<file path="src/rtl/serial_sub_pkg.sv">
// Shared definitions for the bit-serial subtractor: FSM encoding and
// helpers that derive the slice count and counter width from WIDTH/STEP.
package serial_sub_pkg;

  typedef enum logic [1:0] {
    IDLE = 2'd0,
    RUN  = 2'd1,
    DONE = 2'd2
  } state_t;

  // Number of RUN cycles for one operation.
  function automatic int calc_n(input int width, input int step);
    return width / step;
  endfunction

  // Slice counter width; a single-slice operation still needs one bit.
  function automatic int calc_cnt_w(input int n);
    return (n <= 1) ? 1 : $clog2(n);
  endfunction

endpackage

</file>
<file path="src/rtl/fs_cell.sv">
// One-bit full subtractor: d = x - y - c, bo is the borrow out.
module fs_cell (
  input  logic x,
  input  logic y,
  input  logic c,
  output logic d,
  output logic bo
);

  assign d  = x ^ y ^ c;
  assign bo = (~x & y) | (~x & c) | (y & c);

endmodule

</file>
<file path="src/rtl/serial_subtractor.sv">
// Multi-cycle subtractor: a - b - bin, STEP bits per clock, LSB slice first.
// Results are only published on the final slice so outputs never show partials.
module serial_subtractor
  import serial_sub_pkg::*;
#(
  parameter int WIDTH = 8,
  parameter int STEP  = 1
) (
  input  logic             clk,
  input  logic             rst,
  input  logic             start,
  input  logic [WIDTH-1:0] a,
  input  logic [WIDTH-1:0] b,
  input  logic             bin,
  output logic [WIDTH-1:0] diff,
  output logic             bout,
  output logic             ovf,
  output logic             busy,
  output logic             done
);

  localparam int N     = calc_n(WIDTH, STEP);
  localparam int CNT_W = calc_cnt_w(N);

  state_t             state_q, state_n;
  logic [WIDTH-1:0]   a_q, b_q, acc_q, acc_nxt;
  logic [WIDTH-1:0]   diff_q;
  logic               bout_q, ovf_q, borrow_q;
  logic [CNT_W-1:0]   cnt_q;
  logic [STEP-1:0]    d;
  logic [STEP:0]      c;
  logic               accept, last_slice;

  assign accept     = start && (state_q != RUN);
  assign last_slice = (cnt_q == CNT_W'(N - 1));

  // Slice datapath: STEP cells rippling the borrow from the registered one.
  assign c[0] = borrow_q;
  for (genvar i = 0; i < STEP; i++) begin : g_cell
    fs_cell u_cell (
      .x  (a_q[i]),
      .y  (b_q[i]),
      .c  (c[i]),
      .d  (d[i]),
      .bo (c[i+1])
    );
  end

  // New slice lands at the top; after N shifts the LSB slice sits at bit 0.
  assign acc_nxt = (acc_q >> STEP) | (WIDTH'(d) << (WIDTH - STEP));

  always_ff @(posedge clk) begin
    if (rst) state_q <= IDLE;
    else     state_q <= state_n;
  end

  always_comb begin
    state_n = state_q;
    busy    = 1'b0;
    done    = 1'b0;
    case (state_q)
      IDLE: if (start) state_n = RUN;
      RUN: begin
        busy = 1'b1;
        if (last_slice) state_n = DONE;
      end
      DONE: begin
        done    = 1'b1;
        state_n = start ? RUN : IDLE;
      end
      default: state_n = IDLE;
    endcase
  end

  always_ff @(posedge clk) begin
    if (rst) begin
      a_q      <= '0;
      b_q      <= '0;
      acc_q    <= '0;
      borrow_q <= 1'b0;
      cnt_q    <= '0;
      diff_q   <= '0;
      bout_q   <= 1'b0;
      ovf_q    <= 1'b0;
    end else if (accept) begin
      a_q      <= a;
      b_q      <= b;
      acc_q    <= '0;
      borrow_q <= bin;
      cnt_q    <= '0;
    end else if (state_q == RUN) begin
      a_q      <= a_q >> STEP;
      b_q      <= b_q >> STEP;
      acc_q    <= acc_nxt;
      borrow_q <= c[STEP];
      cnt_q    <= cnt_q + CNT_W'(1);
      if (last_slice) begin
        diff_q <= acc_nxt;
        bout_q <= c[STEP];
        // c[STEP-1] is the borrow into the MSB cell.
        ovf_q  <= c[STEP] ^ c[STEP-1];
      end
    end
  end

  assign diff = diff_q;
  assign bout = bout_q;
  assign ovf  = ovf_q;

endmodule

</file>
<file path="config.mk">
export PLATFORM = sky130hd
export DESIGN_NAME = serial_subtractor
export DESIGN_NICKNAME = d
export VERILOG_FILES = /design/src/rtl/serial_sub_pkg.sv /design/src/rtl/fs_cell.sv /design/src/rtl/serial_subtractor.sv
export SDC_FILE = /design/constraint.sdc
export NUM_CORES = 1
export LEC_CHECK = 0
export CORE_MARGIN = 8
export CORE_UTILIZATION = 50
export DETAILED_ROUTE_END_ITERATION = 16
export PLACE_DENSITY = 0.85
export SLEW_MARGIN = 20
export SYNTH_ARGS = -nofsm -noshare
export SYNTH_HDL_FRONTEND = slang
export SYNTH_SLANG_ARGS = --single-unit
</file>
<file path="constraint.sdc">
create_clock -name clk -period 1.47 [get_ports clk]
set_input_delay 0.294 -clock clk [delete_from_list [all_inputs] [get_ports clk]]
set_output_delay 0.294 -clock clk [all_outputs]
set_load 0.01 [all_outputs]
</file>
======== Word level (Yosys, flattened, before mapping) ========
Cells that the tools add are included.
word-level totals
  register bits after elaboration ......... 40
  input bits .............................. 20
  output and inout bits ................... 12
  word-level logic and storage cells ...... 45
operators by class
  $add $sub $neg .......................... 1
  eq/ne operators ......................... 6
  multiplexer cells ....................... 12
  bitwise gates (word level) .............. 11
  reductions and logical operators ........ 6
operator list
  operator                                                                  number
  8-bit 2-to-1 mux                                                          4
  7-bit by 8-bit OR with 8-bit output                                       1
  2-bit case mux with 3 select lines                                        1
  1-bit 2-to-1 mux                                                          5
  2-bit 2-to-1 mux                                                          2
  2-bit inequality test (second input constant)                             2
  3-bit by 1-bit adder with 3-bit output (second input constant)            1
  1-bit bitwise AND                                                         3
  3-bit equality test (second input constant)                               1
  3-bit AND reduction                                                       1
  1-bit XOR                                                                 3
  2-bit by 1-bit equality test with 1-bit output (second input constant)    1
  2-bit equality test (second input constant)                               1
  2-bit logical NOT                                                         1
  2-bit by 1-bit inequality test with 1-bit output (second input constant)  1
  1-bit NOT                                                                 2
  1-bit OR                                                                  2
  2-bit AND reduction                                                       1
  2-bit nonzero test                                                        1
  2-bit OR reduction                                                        1
  1-bit logical AND                                                         1

======== Depth between registers and ports, before layout ========
Gate-level depths: netlist of run 1.
  depth after elaboration ................. 6
  depth in mapped cells ................... 6
  depth with buffers taken out ............ 5

======== Modules after synthesis ========
From an unflattened synthesis of run 1, not the netlist that was laid out.
second synthesis, totals
  cell total of the unflattened synthesis .. 175
  area, all modules ....................... 1,631.6 sq um
by module, submodules not included
  module             instances  cells an instance  area an instance (sq um)  sequential area each (sq um)
  serial_subtractor  1          172                1,604.0                   780.7
  fs_cell            1          3                  27.5                      0.0

======== Worst setup path after synthesis of run 1 ========
Ideal clock, no wire load.
  path type ............................... register to register
  start ................................... register cnt_q[0]
  end ..................................... register diff_q[7] (netlist: diff[7])
  library setup time ...................... 86 ps
  arrival ................................. 1,235 ps
  data required time ...................... 1,384 ps
  path slack .............................. 149 ps
  stages on the path, launching flop included .. 6
  clock period less this slack ............ 1,321 ps
  cells stage by stage .................... dfxtp_1 -> ha_1 -> ha_1 -> and3b_1 -> buf_2 -> a211oi_1
between the ends
  longest elaborated chain between the ends .. 2
RTL lines
  item                                  RTL line                 source
  from (decl)                           serial_subtractor.sv:29  logic [CNT_W-1:0] cnt_q;
  from (signal assigned)                serial_subtractor.sv:96  cnt_q <= cnt_q + CNT_W'(1);
  3-bit equality test                   serial_subtractor.sv:35  assign last_slice = (cnt_q == CNT_W'(N - 1));
  3-bit AND reduction (no source line)  n/a
  to (signal assigned)                  serial_subtractor.sv:98  diff_q <= acc_nxt;
  to (decl)                             serial_subtractor.sv:27  logic [WIDTH-1:0] diff_q;
Every way passes these cells.
A chain may end at the register's enable or synchronous reset.

======== Worst setup path in the final report of run 1 ========
  start ................................... register state_q[1]
  end ..................................... output done
between the ends
  longest elaborated chain between the ends .. 2
RTL lines
  item                    RTL line                 source
  from (decl)             serial_subtractor.sv:25  state_t state_q, state_n;
  from (signal assigned)  serial_subtractor.sv:54  else state_q <= state_n;
  2-bit equality test     serial_subtractor.sv:61  case (state_q)
  1-bit 2-to-1 mux        serial_subtractor.sv:61
  to (decl)               serial_subtractor.sv:19  output logic done
Every way passes these cells.

==> impl_results.md, run 1 <==
* Status: finished, final reports clean
* Starting Density at 52.2%
* Tmin final at 1.41 ns
* Total gr overflow at 0
* Worst skew pair latency at 0.35 ns
* Final Hold Viols at 0
* Max-cap violations at 0
* Die width at 72.4 µm
* DP Wirelength at 2.35 mm
* First-pass GRT wire length at 5.49 mm
* Worst endpoint required time at 1.18 ns
* CTS H-tree lvls at 2
* Maximum vdd drop at 547 µV
* Clock skew at 0.00706 ns
* Placer congestion estimate at 0.737
* Core ar. at 0.00305 mm²
* Die area at 0.00525 mm²
* Critical path peak fanout at 4
* Nets@finish at 228
* WS Path Type: register to output pin
* Via density at 5.12
* WHS Path Cells at 2
* CTS tree: done
* Max-slew violation count at 0
* I/O Buffers at 31
* Reg2reg start: state_q[1]$_SDFFE_PP0P_
* Tot GR Track Use at 13.3%
* Via count at 1,281
* Beginning of the critical path: state_q[1]$_SDFFE_PP0P_
* Critical Path End Type: output pin
* Die Ht at 72.4 µm
* Hold-fix buffers, CTS at 0
* 1st-pass router iterations at 4
* Slew headroom at 77.0%
* Total power at 2.02 mW
* Pwr Density at 1020 mW/mm²
* Row count at 20
* Slew @ Worst Pin at 0.345 ns
* Pin count of the biggest net entering global routing at 32
* RSZ-0062 raised after global routing: no
* DRC at 0
* Mapped cell area at 0.00159 mm²
* Synth Instances at 171
* Final setup viols at 0
* Pleak at 0.829 nW
* Commonest non-fill, non-tap cells in the layout: dfxtp_1 (35), nand2_1 (32), nor2_1 (21)
* Worst setup endpoint: done
* Area grow syn2layout at 24.8%
* CTS buffer count at 5
* Final TNS setup at 0 ns
* Final wirelength at 3.30 mm
* R2R cell count at 4
* Final worst path period share at 96.2%
* Most common cell after layout, fill and taps aside: dfxtp_1
* Clock Sinks at 39
* Setup ws final at 0.0562 ns
* Count of cell types in the netlist at 24
* Mean post-synth cell area at 9.31 µm²
* Synth Net Count at 194
* Worst reg2reg path endpoint: acc_q[7]$_SDFFE_PP0N_
* Io pins at 32
* Hold Crit Class: register to register
* Initial DRC count at 89
* Root buf cell: clkbuf_4
* Max Freq at 707 MHz
* Number of diodes at 0
* Max Buffers Root-to-Sink at 2
* Post-layout util at 65.1%
* Worst EP arrival at 1.12 ns
* Yosys warning total at 0
* Initial antenna violation count at 0
* Wirelength per Cell at 13.2 µm
* ANT nets after route at 0
* FF-to-FF setup slack at 0.11 ns
* Sequential-to-total area share from yosys stat at 49.0%
* CP startpoint kind: register
* Vias in the first global route at 1,297
* Pre-CTS setup slack at -0.0387 ns
* Yosys reg bits at 39
* Worst-path clk slew at 0.11 ns
* Share of layout cells above drive strength 1 at 12.1%
-- routing by layer --
layer | GRT usage [%] | wire length [µm] | up-vias
met5 | 0 | 0 | -
met2 | 22.0 | 1670 | 23
met3 | 3.86 | 153 | 10
met4 | 10.2 | 105 | 0
met1 | 13.9 | 1370 | 595
li1 | - | - | 653
-- repair_timing --
item                       CTS  global route
setup buffers                0             1
setup endpoints to repair   14             7
resized for setup           15             6
pin swaps                    0             3
-- layout make-up --
| class | instances | area [µm²] |
|---|---|---|
| fill | 260 | 1060 |
| sequential | 39 | 786 |
| multi-input combinational | 117 | 716 |
| timing repair buffer | 39 | 352 |
| clock buffer | 8 | 68.8 |
| tap | 44 | 55.1 |
| inverter | 3 | 11.3 |
-- flip-flops by register name, indices dropped and copies added, names as in the netlist --
signal	count
a_q	8
acc_q	7
b_q	8
borrow_q	1
bout	1
cnt_q	3
diff	8
ovf	1
state_q	2
-- metrics by stage --
stage / hold WS (ns) / std cells / instance area (µm²)
after global placement: 0.441 / 241 / 1920
after floorplan: 0.432 / 171 / 1590
after CTS: 0.459 / 249 / 1980
final: 0.458 / 250 / 1990
after global routing: 0.470 / 250 / 1990
after detailed placement: 0.447 / 241 / 1920
-- critical path, cell delays in order (launching register included) --
cell and delay (ns):
dfxtp_2 0.35, nor2b_1 0.14, dlygate4sd2_1 0.29
-- synthesized netlist by cell type --
| master | count | share of area, % |
|---|---|---|
| buf_2 | 4 | 1.3 |
| mux2i_1 | 17 | 11 |
| dfxtp_1 | 39 | 49 |
| clkbuf_1 | 1 | 0.24 |
| buf_6 | 5 | 3.5 |
| nand3b_1 | 1 | 0.47 |
| buf_4 | 1 | 0.47 |
| inv_1 | 2 | 0.47 |
| nand2b_2 | 1 | 0.55 |
| nor2b_1 | 1 | 0.39 |
| inv_2 | 1 | 0.24 |
| nand2_1 | 32 | 7.5 |
| and3b_1 | 1 | 0.55 |
| a21o_1 | 1 | 0.47 |
| nor2_1 | 21 | 4.9 |
| ha_1 | 2 | 1.6 |
| nor3_1 | 2 | 0.63 |
| a211oi_2 | 1 | 0.79 |
| fa_1 | 1 | 1.3 |
| xnor2_1 | 2 | 1.1 |
| a211oi_1 | 17 | 8.0 |
| a21oi_1 | 16 | 5.0 |
| buf_1 | 1 | 0.24 |
| a2bb2oi_1 | 1 | 0.55 |
-- worst min path at each step --
stage                                  endpoint                  start
after floorplan            diff[0]$_SDFFE_PP0P_  acc_q[1]$_SDFFE_PP0N_
after global placement     diff[0]$_SDFFE_PP0P_  acc_q[1]$_SDFFE_PP0N_
after detailed placement  acc_q[1]$_SDFFE_PP0N_  acc_q[1]$_SDFFE_PP0N_
after CTS                  diff[0]$_SDFFE_PP0P_   diff[0]$_SDFFE_PP0P_
after global routing       diff[0]$_SDFFE_PP0P_   diff[0]$_SDFFE_PP0P_
final                      diff[0]$_SDFFE_PP0P_   diff[0]$_SDFFE_PP0P_
-- where the power goes --
part           internal [mW]  switching, mW  total [mW]
logic                  0.135          0.130       0.265
clock network          0.281          0.333       0.614
registers               1.11         0.0332        1.14
total                   1.52          0.496        2.02
-- cell families after synthesis --
group                      after synthesis  synth area share [%]
buffers and inverters                   15                  6.44
AOI/OAI and AO/OA                       36                  14.8
xor gates and xnor gates                 2                  1.10
muxes                                   17                  10.7
and+or+nand+nor                         59                  15.1
DFF                                     39                  49.0
adders and majority gates                3                  2.83
Power figures use the tool's default switching activity.
==> run 2, diff against run 1 <==
Settings changed: CORE_UTILIZATION 50 to 35, PLACE_DENSITY 0.85 to 0.65.
==> run 2 against run 1 <==
  * Hold slack worse by 0.0075 ns
  * Utilization fell by 16 points
  * Clock power grew 51%
  * First-iteration DRC count shrank 10%
  * Via count down 3.2%
  * Flip-flop and latch count is the same
==> impl_results.md, run 2 (same netlist as run 1, synthesis figures left out) <==
* Clock skew at 0.0113 ns (+0.00426 ns)
* Reg2reg start: cnt_q[0]$_SDFFE_PP0N_
* CTS tree: done
* Pin count of the biggest net entering global routing at 30 (-6.3%)
* Status: finished, final reports clean
* Internal at 1.81 mW (+19%)
* Worst skew pair latency at 0.30 ns (-0.05 ns)
* Via count at 1,240 (-3.2%)
* Layout Cells excl Fill at 261 (+4.4%)
* Slowest Stage Delay on Critical Path at 0.38 ns (+0.03 ns)
* Worst path slowest cell: dfxtp_1
* Die area at 0.00697 mm² (+33%)
* Die Ht at 83.5 µm (+15%)
* Critical path peak fanout at 5 (+1)
* Die width at 83.5 µm (+15%)
* Clock Sinks at 39 (unchanged)
* Nets@finish at 231 (+1.3%)
* Hold Crit Class: register to register
* ANT nets after route at 0 (unchanged)
* CTS buffer count at 5 (unchanged)
* CTS H-tree lvls at 2 (unchanged)
* Worst endpoint required time at 1.18 ns (about the same)
* CP cell instances: nor2b_1 > clkdlybuf4s15_1
* Commonest non-fill, non-tap cells in the layout: dfxtp_1 (38), nand2_1 (32), nor2_1 (21)
* Share of layout cells above drive strength 1 at 12.0% (-0.17 points)
* CP startpoint kind: register
* Io pins at 32 (unchanged)
* Placer congestion estimate at 0.717 (-2.8%)
* Total power at 2.35 mW (+16%)
* Sequential power share at 48.5% (-8.0 points)
* Number of diodes at 0 (unchanged)
* Critical Path End Type: output pin
* Via density at 4.75 (-7.3%)
* Core ar. at 0.00438 mm² (+44%)
* WS Path Type: register to output pin
* Total gr overflow at 0 (unchanged)
* Final wirelength at 3.31 mm (+0.30%)
* Final Hold Viols at 0 (unchanged)
* DRC at 0 (unchanged)
* Row count at 24 (+20%)
* Root buf cell: clkbuf_8
* Max-cap violations at 0 (unchanged)
* Worst-path clk slew at 0.08 ns (-0.03 ns)
* Tot GR Track Use at 9.66% (-3.6 points)
* Initial antenna violation count at 0 (unchanged)
* R2R cell count at 4 (unchanged)
* Worst reg2reg path endpoint: diff[7]$_SDFFE_PP0P_
* Tmin final at 1.38 ns (-0.0330 ns)
* # placed instances at 251 (+4.1%)
* P_sw at 541 µW (+9.1%)
* Hold EP: diff[3]$_SDFFE_PP0P_
* 1st-pass router iterations at 4 (unchanged)
* Wirelength per Cell at 12.7 µm (-3.9%)
* DP Wirelength at 2.26 mm (-3.8%)
* Worst EP arrival at 1.09 ns (-0.03 ns)
* First-pass GRT wire length at 5.62 mm (+2.4%)
* FF-to-FF setup slack at 0.18 ns (+0.07 ns)
* Pwr Density at 1100 mW/mm² (+8.0%)
* Most common cell after layout, fill and taps aside: dfxtp_1
* Maximum vdd drop at 433 µV (-21%)
* Post-layout util at 48.8% (-16 points)
* Beginning of the worst hold path: diff[3]$_SDFFE_PP0P_
* Initial DRC count at 80 (-10%)
* Max-slew violation count at 0 (unchanged)
* Area grow syn2layout at 34.3%
* RSZ-0062 raised after global routing: no
* CP top delay family: flip-flops
* Final setup viols at 0 (unchanged)
* WHS Path Cells at 2 (unchanged)
* Final worst path period share at 93.9% (-2.2 points)
* Slew @ Worst Pin at 0.309 ns (-0.0355 ns)
* I/O Buffers at 31 (unchanged)
* Pleak at 0.968 nW (+17%)
* Slew headroom at 79.4% (+2.4 points)
* Vias in the first global route at 1,262 (-2.7%)
* WP buf/inv at 1 (unchanged)
* Switch share at 23.0% (-1.5 points)
* Logic gate share of total power at 12.0% (-1.1 points)
* Max Buffers Root-to-Sink at 2 (unchanged)
* Clock share of power at 39.5% (+9.1 points)
* Max Freq at 724 MHz (+2.4%)
* Starting Density at 36.3% (-16 points)
run 2: worst min-delay path, cell delays in order (launching register included):
cell and delay [ns]:
dfxtp_1 0.31, nand2_1 0.05, a21oi_1 0.05
run 2: how the worst max path moves through the flow:
stage / from / end / depth (start not counted)
6_report: state_q[1]$_SDFFE_PP0P_ / done / 2
5_1_grt: state_q[1]$_SDFFE_PP0P_ / done / 2
4_1_cts: diff[7]$_SDFFE_PP0P_ / diff[7] / 1
3_5_place_dp: start / a_q[5]$_SDFFE_PP0P_ / 5
3_3_place_gp: start / a_q[3]$_SDFFE_PP0P_ / 5
2_1_floorplan: cnt_q[0]$_SDFFE_PP0N_ / diff[7]$_SDFFE_PP0P_ / 5
run 2: power by group through the flow:
stage	clock network [mW]	logic (mW)	registers [mW]
after global routing	0.998	0.312	1.15
after detailed placement	0	0.286	1.16
after global placement	0	0.283	1.16
final	0.927	0.282	1.14
after CTS	0.942	0.285	1.14
after floorplan	0	0.187	1.15
run 2: cell type report:
type	count	area, µm²
Clock inverter	2	35.0
Sequential cell	39	782
Multi-Input combinational cell	118	732
Clock buffer	6	82.6
Inverter	3	11.3
Fill cell	420	2240
Timing Repair Buffer	41	432
Tap cell	52	65.1
run 2: timing repair:
action / in CTS / in global routing
hold buffers: 0 / 0
gates cloned: 0 / 1
resized for setup: 7 / 12
pin swaps: 0 / 1
buffers inserted: 0 / 1
endpoints found under the setup margin: 7 / 18
run 2: routing by layer:
metal | GRT usage, % | up-vias | routed length [µm]
met1 | 11.0 | 558 | 1530
li1 | - | 657 | -
met4 | 5.65 | 0 | 81
met5 | 0 | - | 0
met3 | 3.13 | 7 | 130
met2 | 15.5 | 18 | 1570
run 2: per-stage QoR:
stage / setup TNS, ns / hold slack [ns] / instance area (µm²) / worst slack (ns)
6_report: 0 / 0.451 / 2140 / 0.0892
5_1_grt: 0 / 0.471 / 2140 / 0.0117
4_1_cts: 0 / 0.456 / 2100 / 0.00203
3_5_place_dp: -0.101 / 0.446 / 1980 / -0.0323
3_3_place_gp: -0.00695 / 0.440 / 1980 / -0.00329
2_1_floorplan: 0 / 0.432 / 1590 / 0.149
